**config.mk**
```make
export PLATFORM = sky130hd
export DESIGN_NAME = dcm_reset_ctrl_flat
export DESIGN_NICKNAME = d
export VERILOG_FILES = /design/src/rtl/dcm_reset_ctrl_if.sv /design/src/rtl/dcm_reset_ctrl.sv /design/src/flat_wrapper.sv
export SDC_FILE = /design/constraint.sdc
export NUM_CORES = 1
export LEC_CHECK = 0
export ABC_AREA = 1
export BUFFER_PORTS_ARGS = -buffer_cell sky130_fd_sc_hd__clkbuf_2
export CAP_MARGIN = 20
export CELL_PAD_IN_SITES_DETAIL_PLACEMENT = 1
export CELL_PAD_IN_SITES_GLOBAL_PLACEMENT = 1
export CORE_UTILIZATION = 44
export DETAILED_ROUTE_END_ITERATION = 10
export GPL_TIMING_DRIVEN = 0
export MAX_ROUTING_LAYER = met4
export PLACE_DENSITY_LB_ADDON = 0.1
export REMOVE_ABC_BUFFERS = 1
export SLEW_MARGIN = 30
export SYNTH_ARGS = -nofsm -noshare
export SYNTH_HDL_FRONTEND = slang
export SYNTH_SLANG_ARGS = --single-unit
export TNS_END_PERCENT = 20
```
**constraint.sdc**
```tcl
create_clock -name clk -period 1.85 [get_ports clk]
set_clock_uncertainty 0.2 [all_clocks]
set_input_delay 0.185 -clock clk [delete_from_list [all_inputs] [get_ports clk]]
set_output_delay 0.185 -clock clk [all_outputs]
set_load 0.05 [all_outputs]
```
**src/rtl/dcm_reset_ctrl_if.sv**
```systemverilog
// Signal bundle between the DCM reset/lock supervisor and the DCM plus its reset consumers.
// The master side is the supervisor; the slave side is the DCM and the downstream logic.
interface dcm_reset_ctrl_if #(
  parameter int RETRY_W = 3
);
  logic               dcm_locked;
  logic               dcm_rst;
  logic               sys_ready;
  logic               lock_lost;
  logic               fault;
  logic [RETRY_W-1:0] retry_cnt;

  modport master (
    input  dcm_locked,
    output dcm_rst, sys_ready, lock_lost, fault, retry_cnt
  );

  modport slave (
    output dcm_locked,
    input  dcm_rst, sys_ready, lock_lost, fault, retry_cnt
  );
endinterface

```
**src/rtl/dcm_reset_ctrl.sv**
```systemverilog
// DCM reset and lock supervisor: pulses the DCM reset, waits for lock with retries,
// qualifies lock over a stable window before sys_ready, and falls back on lock loss.
module dcm_reset_ctrl #(
  parameter int RST_CYCLES    = 8,
  parameter int LOCK_TIMEOUT  = 50000,
  parameter int STABLE_CYCLES = 1024,
  parameter int MAX_RETRIES   = 7,
  parameter int CNT_W         = 16,
  parameter int RETRY_W       = 3
) (
  input logic               clk,
  input logic               rst_n,
  dcm_reset_ctrl_if.master  bus
);

  typedef enum logic [2:0] {
    S_RESET_PULSE = 3'd0,
    S_WAIT_LOCK   = 3'd1,
    S_STABLE      = 3'd2,
    S_RUN         = 3'd3,
    S_FAULT       = 3'd4
  } state_e;

  localparam logic [CNT_W-1:0]   RST_LAST     = CNT_W'(RST_CYCLES - 1);
  localparam logic [CNT_W-1:0]   TIMEOUT_LAST = CNT_W'(LOCK_TIMEOUT - 1);
  localparam logic [CNT_W-1:0]   STABLE_LAST  = CNT_W'(STABLE_CYCLES - 1);
  localparam logic [RETRY_W-1:0] RETRY_LAST   = RETRY_W'(MAX_RETRIES);

  state_e             state_q, state_d;
  logic [CNT_W-1:0]   cnt_q, cnt_d;
  logic [RETRY_W-1:0] retry_q, retry_d;
  logic               sync1_q, sync2_q;
  logic               dcm_rst_q, sys_ready_q, lock_lost_q, fault_q;
  logic               lock_lost_d;
  logic               locked_s;

  // dcm_locked comes from the DCM's own clock domain; only sync2_q may be used downstream.
  always_ff @(posedge clk or negedge rst_n) begin
    if (!rst_n) begin
      sync1_q <= 1'b0;
      sync2_q <= 1'b0;
    end else begin
      sync1_q <= bus.dcm_locked;
      sync2_q <= sync1_q;
    end
  end

  assign locked_s = sync2_q;

  // NOTE: every always_comb output gets a default first so no path can infer a latch.
  always_comb begin
    state_d     = state_q;
    cnt_d       = cnt_q;
    retry_d     = retry_q;
    lock_lost_d = 1'b0;
    unique case (state_q)
      S_RESET_PULSE: begin
        if (cnt_q == RST_LAST) begin
          state_d = S_WAIT_LOCK;
          cnt_d   = '0;
        end else begin
          cnt_d = cnt_q + CNT_W'(1);
        end
      end
      S_WAIT_LOCK: begin
        if (locked_s) begin
          state_d = S_STABLE;
          cnt_d   = '0;
        end else if (cnt_q == TIMEOUT_LAST) begin
          cnt_d = '0;
          if (retry_q == RETRY_LAST) begin
            state_d = S_FAULT;
          end else begin
            state_d = S_RESET_PULSE;
            retry_d = retry_q + RETRY_W'(1);
          end
        end else begin
          cnt_d = cnt_q + CNT_W'(1);
        end
      end
      S_STABLE: begin
        if (!locked_s) begin
          state_d = S_WAIT_LOCK;
          cnt_d   = '0;
        end else if (cnt_q == STABLE_LAST) begin
          state_d = S_RUN;
          cnt_d   = '0;
        end else begin
          cnt_d = cnt_q + CNT_W'(1);
        end
      end
      S_RUN: begin
        if (!locked_s) begin
          state_d     = S_RESET_PULSE;
          cnt_d       = '0;
          retry_d     = '0;
          lock_lost_d = 1'b1;
        end
      end
      S_FAULT: begin
        state_d = S_FAULT;
      end
      default: begin
        state_d = S_RESET_PULSE;
        cnt_d   = '0;
      end
    endcase
  end

  // NOTE: state registers use non-blocking assignments so every flop samples pre-edge values.
  always_ff @(posedge clk or negedge rst_n) begin
    if (!rst_n) begin
      state_q     <= S_RESET_PULSE;
      cnt_q       <= '0;
      retry_q     <= '0;
      dcm_rst_q   <= 1'b1;
      sys_ready_q <= 1'b0;
      lock_lost_q <= 1'b0;
      fault_q     <= 1'b0;
    end else begin
      state_q     <= state_d;
      cnt_q       <= cnt_d;
      retry_q     <= retry_d;
      dcm_rst_q   <= (state_d == S_RESET_PULSE);
      sys_ready_q <= (state_d == S_RUN);
      lock_lost_q <= lock_lost_d;
      fault_q     <= (state_d == S_FAULT);
    end
  end

  assign bus.dcm_rst   = dcm_rst_q;
  assign bus.sys_ready = sys_ready_q;
  assign bus.lock_lost = lock_lost_q;
  assign bus.fault     = fault_q;
  assign bus.retry_cnt = retry_q;

endmodule

```
**src/flat_wrapper.sv**
```systemverilog
// flat-port wrapper written by rule: the top's interface ports become plain ports
module dcm_reset_ctrl_flat 
#(
  parameter int RST_CYCLES    = 8,
  parameter int LOCK_TIMEOUT  = 50000,
  parameter int STABLE_CYCLES = 1024,
  parameter int MAX_RETRIES   = 7,
  parameter int CNT_W         = 16,
  parameter int RETRY_W       = 3
)
  (clk, rst_n, bus_dcm_locked, bus_dcm_rst, bus_sys_ready, bus_lock_lost, bus_fault, bus_retry_cnt);
  dcm_reset_ctrl_if #(.RETRY_W(RETRY_W)) bus_i ();
  input logic clk;
  input logic rst_n;
  input wire logic [$bits(bus_i.dcm_locked)-1:0] bus_dcm_locked;
  output wire logic [$bits(bus_i.dcm_rst)-1:0] bus_dcm_rst;
  output wire logic [$bits(bus_i.sys_ready)-1:0] bus_sys_ready;
  output wire logic [$bits(bus_i.lock_lost)-1:0] bus_lock_lost;
  output wire logic [$bits(bus_i.fault)-1:0] bus_fault;
  output wire logic [$bits(bus_i.retry_cnt)-1:0] bus_retry_cnt;
  assign bus_i.dcm_locked = bus_dcm_locked;
  assign bus_dcm_rst = bus_i.dcm_rst;
  assign bus_sys_ready = bus_i.sys_ready;
  assign bus_lock_lost = bus_i.lock_lost;
  assign bus_fault = bus_i.fault;
  assign bus_retry_cnt = bus_i.retry_cnt;
  dcm_reset_ctrl #(.RST_CYCLES(RST_CYCLES), .LOCK_TIMEOUT(LOCK_TIMEOUT), .STABLE_CYCLES(STABLE_CYCLES), .MAX_RETRIES(MAX_RETRIES), .CNT_W(CNT_W), .RETRY_W(RETRY_W)) u_core (.clk(clk), .rst_n(rst_n), .bus(bus_i));
endmodule
```
# Word level (Yosys, flattened, before mapping)
# Cells that the tools add are included.
# classes
n_bitwise	1
muxes	22
addsub	2
eq_ne	14
reduce_logical	5
# ops
op	count
16-bit 2-to-1 mux	6
16-bit one-hot mux with 5 select lines	1
3-bit 2-to-1 mux	11
16-bit by 1-bit adder with 16-bit output (second input constant)	1
16-bit by 10-bit == test with 1-bit output (second input constant)	1
16-bit == test (second input constant)	1
16-bit by 3-bit == test with 1-bit output (second input constant)	1
3-bit one-hot mux with 5 select lines	1
3-bit by 2-bit == test with 1-bit output (second input constant)	3
3-bit == test (second input constant)	3
3-bit zero test	2
2-bit != test (second input constant)	3
3-bit one-hot mux with 2 select lines	1
5-bit AND reduction	1
3-bit by 1-bit adder with 3-bit output (second input constant)	1
3-bit by 1-bit == test with 1-bit output (second input constant)	1
1-bit 2-to-1 mux	2
2-bit by 1-bit != test with 1-bit output (second input constant)	1
2-bit AND reduction	1
2-bit nonzero test	1
1-bit inverter	1
# word_totals
regBits	28
out_inout_bits	7
word_cells	53
inputBits	3

# Depth between registers and ports, before layout
# logic_depth
depth_word	6
mapped_depth	10
depth_no_buf	10

# Least setup slack after synthesis
# OpenSTA, ideal clock, no wires.
# synth_timing
path_kind	reg2reg
from	reg u_core.retry_q[0], in the netlist u_core.bus.retry_cnt[0]
to	reg u_core.retry_q[0], in the netlist u_core.bus.retry_cnt[0]
n_path_buf	0
synth_period_minus_slack_ns	1.726
path_stages_with_launch	7
required_time_ns	1.527
t_arrival_ns	1.403
setup_slack_ns	0.124
setup_time_ns	0.123
cell_sequence	dfrtp_1 > ha_1 > ha_1 > o21bai_2 > nand2_1 > nand2_1 > o21ai_1
# synth_between
elab_chain_cells	5
word_cells_on_any_way	8
cone_classes	1 x add/sub; 2 x eq/ne; 4 x mux; 1 x reduce/logical
# synth_rtl
element	line	rtl
start: declaration	dcm_reset_ctrl.sv:31	logic [RETRY_W-1:0] retry_q, retry_d;
start signal: assignment	dcm_reset_ctrl.sv:123	retry_q <= retry_d;
3-bit by 1-bit adder with 3-bit output	dcm_reset_ctrl.sv:75	retry_d = retry_q + RETRY_W'(1);
3-bit 2-to-1 mux	dcm_reset_ctrl.sv:71	if (retry_q == RETRY_LAST) begin
3-bit 2-to-1 mux	dcm_reset_ctrl.sv:69	end else if (cnt_q == TIMEOUT_LAST) begin
3-bit 2-to-1 mux	dcm_reset_ctrl.sv:66	if (locked_s) begin
3-bit one-hot mux with 2 select lines	dcm_reset_ctrl.sv:56	unique case (state_q)
# Several ways; a longest one is shown, not always the timed one. The select of a mux whose other input is x is not followed.
# A chain may end at the register's enable or synchronous reset.

# Worst setup path after layout
# layout_timing
from	reg u_core.cnt_q[5]
to	reg u_core.cnt_q[3]
# layout_between
elab_chain_cells	4
word_cells_on_any_way	9
cone_classes	3 x eq/ne; 6 x mux
# layout_rtl
element	line	rtl
start: declaration	dcm_reset_ctrl.sv:30	logic [CNT_W-1:0] cnt_q, cnt_d;
start signal: assignment	dcm_reset_ctrl.sv:122	cnt_q <= cnt_d;
16-bit by 10-bit == test with 1-bit output or 16-bit == test (tied branches)	dcm_reset_ctrl.sv:85, dcm_reset_ctrl.sv:69	
16-bit 2-to-1 mux, on equally long branches	dcm_reset_ctrl.sv:85, dcm_reset_ctrl.sv:69	
16-bit 2-to-1 mux, on equally long branches	dcm_reset_ctrl.sv:82, dcm_reset_ctrl.sv:66	
16-bit one-hot mux with 5 select lines (*)	dcm_reset_ctrl.sv:56	
# Mark *: on every way between the ends. The rest lies on a longest branch, timed or not.

==> out/summary.json <==
{
  "clk-insertion-delay-late": {"value": 0.29, "unit": "ns"},
  "hp-class": {"value": "reg -> reg"},
  "power.static_leakage": {"value": 1.00, "unit": "nW"},
  "cts_buffers": {"value": 3},
  "clkTransAtPathRegs": {"value": 0.11, "unit": "ns"},
  "powerDensity": {"value": 1080, "unit": "nW/µm²"},
  "grt_max_degree": {"value": 29},
  "r2r.worst_path.cells": {"value": 8},
  "grt.met2_usage": {"value": 0.454},
  "h-tree-depth": {"value": 1},
  "post-synth-top-count-cell": {"value": "sky130_fd_sc_hd__nand2_1"},
  "result_of_the_run": {"value": "complete, but fails checks"},
  "fillCellCount": {"value": 445},
  "cp.arrival": {"value": 1.89, "unit": "ns"},
  "synth.yosys.seq_area_share": {"value": 0.429},
  "fin_area": {"value": 2060, "unit": "µm²"},
  "netlist_top_cells_count": {"value": "sky130_fd_sc_hd__nand2_1 (66), sky130_fd_sc_hd__nor2_1 (42), sky130_fd_sc_hd__dfrtp_1 (27)"},
  "fmax": {"value": 522, "unit": "MHz"},
  "maxSlewHeadroom": {"value": 0.503},
  "power.internal": {"value": 1.33, "unit": "mW"},
  "cap_violations": {"value": 0},
  "drt-initial-drc-count": {"value": 112},
  "finalWorstSetupSlack": {"value": -0.0663, "unit": "ns"},
  "worst_pin_slew": {"value": 0.745, "unit": "ns"},
  "crit_end": {"value": "u_core.cnt_q[3]"},
  "setup.worst_path.start_class": {"value": "register"},
  "vias": {"value": 1569},
  "placedCellCount": {"value": 280},
  "post-route-period-util": {"value": 1.04},
  "crit_required": {"value": 1.82, "unit": "ns"},
  "busiest_layer_in_global_routing": {"value": "met2"},
  "layout-area-overhead-vs-synth": {"value": 25.9, "unit": "%"},
  "clockBufferDepth": {"value": 2},
  "synth_ff_type": {"value": "sky130_fd_sc_hd__dfrtp_1"},
  "setup_violations": {"value": 6},
  "drv_slew": {"value": 0},
  "worstHoldPathCells": {"value": 0},
  "synth_area_per_cell": {"value": 7.28, "unit": "µm²"},
  "synth.ff_latch_count": {"value": 28},
  "mappedNetlistArea": {"value": 1640, "unit": "µm²"},
  "grt_overflow_total": {"value": 0},
  "worst_setup_path_startpoint": {"value": "u_core.cnt_q[5]"},
  "synth_top_cells_by_area": {"value": "sky130_fd_sc_hd__dfrtp_1 (41%), sky130_fd_sc_hd__nand2_1 (15%), sky130_fd_sc_hd__nor2_1 (9.6%)"},
  "timing.critical_path.to_type": {"value": "register"},
  "layoutNonFillerInstCount": {"value": 302},
  "power_frac_comb": {"value": 0.415},
  "p_total": {"value": 2.24, "unit": "mW"},
  "antenna_found_initial": {"value": 0},
  "synth_top_cell_area_share": {"value": 0.413},
  "critPathKind": {"value": "reg -> reg"},
  "layout-drive-gt1-share": {"value": 0.309},
  "report.final.hold_viol_count": {"value": 0},
  "globalRouteTotalUtil": {"value": 0.278},
  "ir_worst_vdd": {"value": 691, "unit": "µV"},
  "first_global_vias": {"value": 1678},
  "placementRows": {"value": 21},
  "power.share.sequential": {"value": 0.359},
  "final_net_count": {"value": 263},
  "dieHeight": {"value": 63.0, "unit": "µm"},
  "clock_power_share": {"value": 0.225},
  "routed_wire_length_per_instance": {"value": 17.1, "unit": "µm"},
  "worst_slack_after_detailed_placement": {"value": -0.0944, "unit": "ns"},
  "route.detailed.drc": {"value": 0},
  "dp.final_hpwl": {"value": 3.14, "unit": "mm"},
  "die-area": {"value": 3970, "unit": "µm²"},
  "tritoncts_num_sinks": {"value": 28},
  "place.gp.congestion": {"value": 0.888},
  "floorplan.io_pins": {"value": 10},
  "finalSetupTns": {"value": -0.285, "unit": "ns"},
  "tritoncts_clock_tree": {"value": "built"},
  "drt-pass1-iter-count": {"value": 4},
  "power.share.switching": {"value": 0.405},
  "layout_min_cycle_time": {"value": 1.92, "unit": "ns"},
  "initial_core_utilization": {"value": 0.476},
  "antennaDiodeCount": {"value": 0},
  "number_of_vias_per_cell_after_detailed_routing": {"value": 5.20},
  "route.final.wire_length": {"value": 5.18, "unit": "mm"},
  "postSynthCellCount": {"value": 225},
  "route.antenna.remaining_nets": {"value": 0},
  "critical_path.reg2reg.endpoint": {"value": "u_core.cnt_q[3]"},
  "yosys_warnings": {"value": 0},
  "met3_usage": {"value": 0.0328},
  "worst_r2r_startpoint": {"value": "u_core.cnt_q[5]"},
  "worst-path-max-fanout": {"value": 7},
  "rsz_0062_raised_after_global_routing": {"value": "true"},
  "horizontal_extent_of_the_die": {"value": 63.0, "unit": "µm"},
  "fp.coreArea": {"value": 3440, "unit": "µm²"},
  "grt_pass1_wl": {"value": 8.20, "unit": "mm"},
  "p_switching": {"value": 905, "unit": "µW"},
  "setup.reg_to_reg.worst_slack": {"value": -0.07, "unit": "ns"},
  "synth_edf_count": {"value": 0},
  "place_area": {"value": 1740, "unit": "µm²"},
  "failed_checks": {"value": "negative setup slack"},
  "met1_usage": {"value": 0.358},
  "portBuffers": {"value": 9},
  "post_synth_num_cell_types": {"value": 24},
  "largest_area_contributor_in_the_netlist": {"value": "sky130_fd_sc_hd__dfrtp_1"},
  "cts_root_buf": {"value": "sky130_fd_sc_hd__clkbuf_8"},
  "synth_async_sr_flop_share": {"value": 1.00}
}
-- routing by layer --
| layer | part of all wire | vias up |
|---|---|---|
| li1 | - | 769 |
| met2 | 0.51 | 39 |
| met1 | 0.44 | 752 |
| met5 | 0 | - |
| met3 | 0.035 | 9 |
| met4 | 0.014 | 0 |
-- critical path: stages, from the launching register on --
cell and delay [ns]:
sky130_fd_sc_hd__dfrtp_1 0.49, sky130_fd_sc_hd__nor2_2 0.18, sky130_fd_sc_hd__nand2_1 0.11, sky130_fd_sc_hd__nor2_4 0.16, sky130_fd_sc_hd__nand2_4 0.08, sky130_fd_sc_hd__nand2_4 0.08, sky130_fd_sc_hd__nand3_4 0.18, sky130_fd_sc_hd__nor2_4 0.24
sky130_fd_sc_hd__nor2_1 0.07
-- cell usage in the layout (no fill, tap or decap), types with 2 or more instances in the layout --
cell,synthesis,routed
sky130_fd_sc_hd__a21oi_1,2,2
sky130_fd_sc_hd__buf_4,0,14
sky130_fd_sc_hd__clkbuf_2,0,9
sky130_fd_sc_hd__clkbuf_8,0,3
sky130_fd_sc_hd__dfrtp_1,27,21
sky130_fd_sc_hd__dfrtp_2,0,6
sky130_fd_sc_hd__dlygate4sd3_1,0,2
sky130_fd_sc_hd__ha_1,3,2
sky130_fd_sc_hd__inv_1,21,19
sky130_fd_sc_hd__inv_2,4,6
sky130_fd_sc_hd__nand2_1,66,60
sky130_fd_sc_hd__nand2_2,6,9
sky130_fd_sc_hd__nand2_4,1,4
sky130_fd_sc_hd__nand3_1,12,12
sky130_fd_sc_hd__nand4_1,7,7
sky130_fd_sc_hd__nor2_1,42,29
sky130_fd_sc_hd__nor2_2,5,15
sky130_fd_sc_hd__nor2_4,0,4
sky130_fd_sc_hd__nor3_1,7,6
sky130_fd_sc_hd__o21ai_0,5,5
sky130_fd_sc_hd__o21ai_1,3,3
sky130_fd_sc_hd__xnor2_1,3,3
sky130_fd_sc_hd__xor2_1,4,4
-- flip-flops by register name (all words and copies together), names as in the netlist --
| signal | count |
|---|---|
| u_core.state_q | 3 |
| u_core.locked_s | 1 |
| u_core.bus.fault | 1 |
| u_core.bus.lock_lost | 1 |
| u_core.sync1_q | 1 |
| u_core.bus.retry_cnt | 3 |
| u_core.bus.dcm_rst | 1 |
| u_core.cnt_q | 16 |
| u_core.bus.sys_ready | 1 |
-- power by group through the flow --
| stage | logic (mW) | registers (mW) | clock network, mW |
|---|---|---|---|
| 2_1_floorplan | 0.396 | 0.874 | 0 |
| 3_3_place_gp | 0.629 | 0.783 | 0 |
| 3_5_place_dp | 0.671 | 0.793 | 0 |
| 4_1_cts | 0.790 | 0.782 | 0.515 |
| 5_1_grt | 1.01 | 0.815 | 0.520 |
| 6_report | 0.929 | 0.803 | 0.504 |
-- how the worst min path moves through the flow --
stage                   startpoint          endpoint  slack (ns)
finish              u_core.sync1_q   u_core.locked_s        0.17
global route        u_core.sync1_q   u_core.locked_s        0.19
CTS                 u_core.sync1_q   u_core.locked_s        0.17
detailed placement           rst_n   u_core.cnt_q[8]        0.08
global placement             rst_n  u_core.cnt_q[15]        0.06
floorplan                    rst_n  u_core.bus.fault       -0.31
-- stage by stage --
step	utilization	hold slack (ns)
CTS	0.569	0.169
global placement	0.506	0.0553
finish	0.599	0.165
floorplan	-	-0.311
global route	0.599	0.186
detailed placement	0.506	0.0759
-- cell type report --
type	instances	area (µm²)	area share
inverter	25	93.8	0.0455
tap	46	57.6	0.0279
clock buffer	3	41.3	0.0200
timing repair buffer	26	181	0.0880
multi-input combinational	173	948	0.460
clock inverter	1	30.0	0.0146
sequential	28	709	0.344
-- kinds of logic (layout without fill, tap and decap cells) --
family / count (synthesis) / in the layout / synth area share
buffers and inverters: 25 / 55 / 0.0573
AO/OA/AOI/OAI: 11 / 11 / 0.0374
flip-flops: 28 / 28 / 0.429
AND/OR/NAND/NOR: 151 / 152 / 0.416
adder cells (fa/ha/maj): 3 / 3 / 0.0229
XOR/XNOR: 7 / 7 / 0.0374
-- timing repair --
action	in CTS	in global routing
hold endpoints to repair	28	0
setup buffers	11	4
pin swaps	11	8
cloned	1	0
resized for setup	12	25
hold buffers	2	0
setup endpoints to repair	12	22
(Power assumes the default switching activity.)
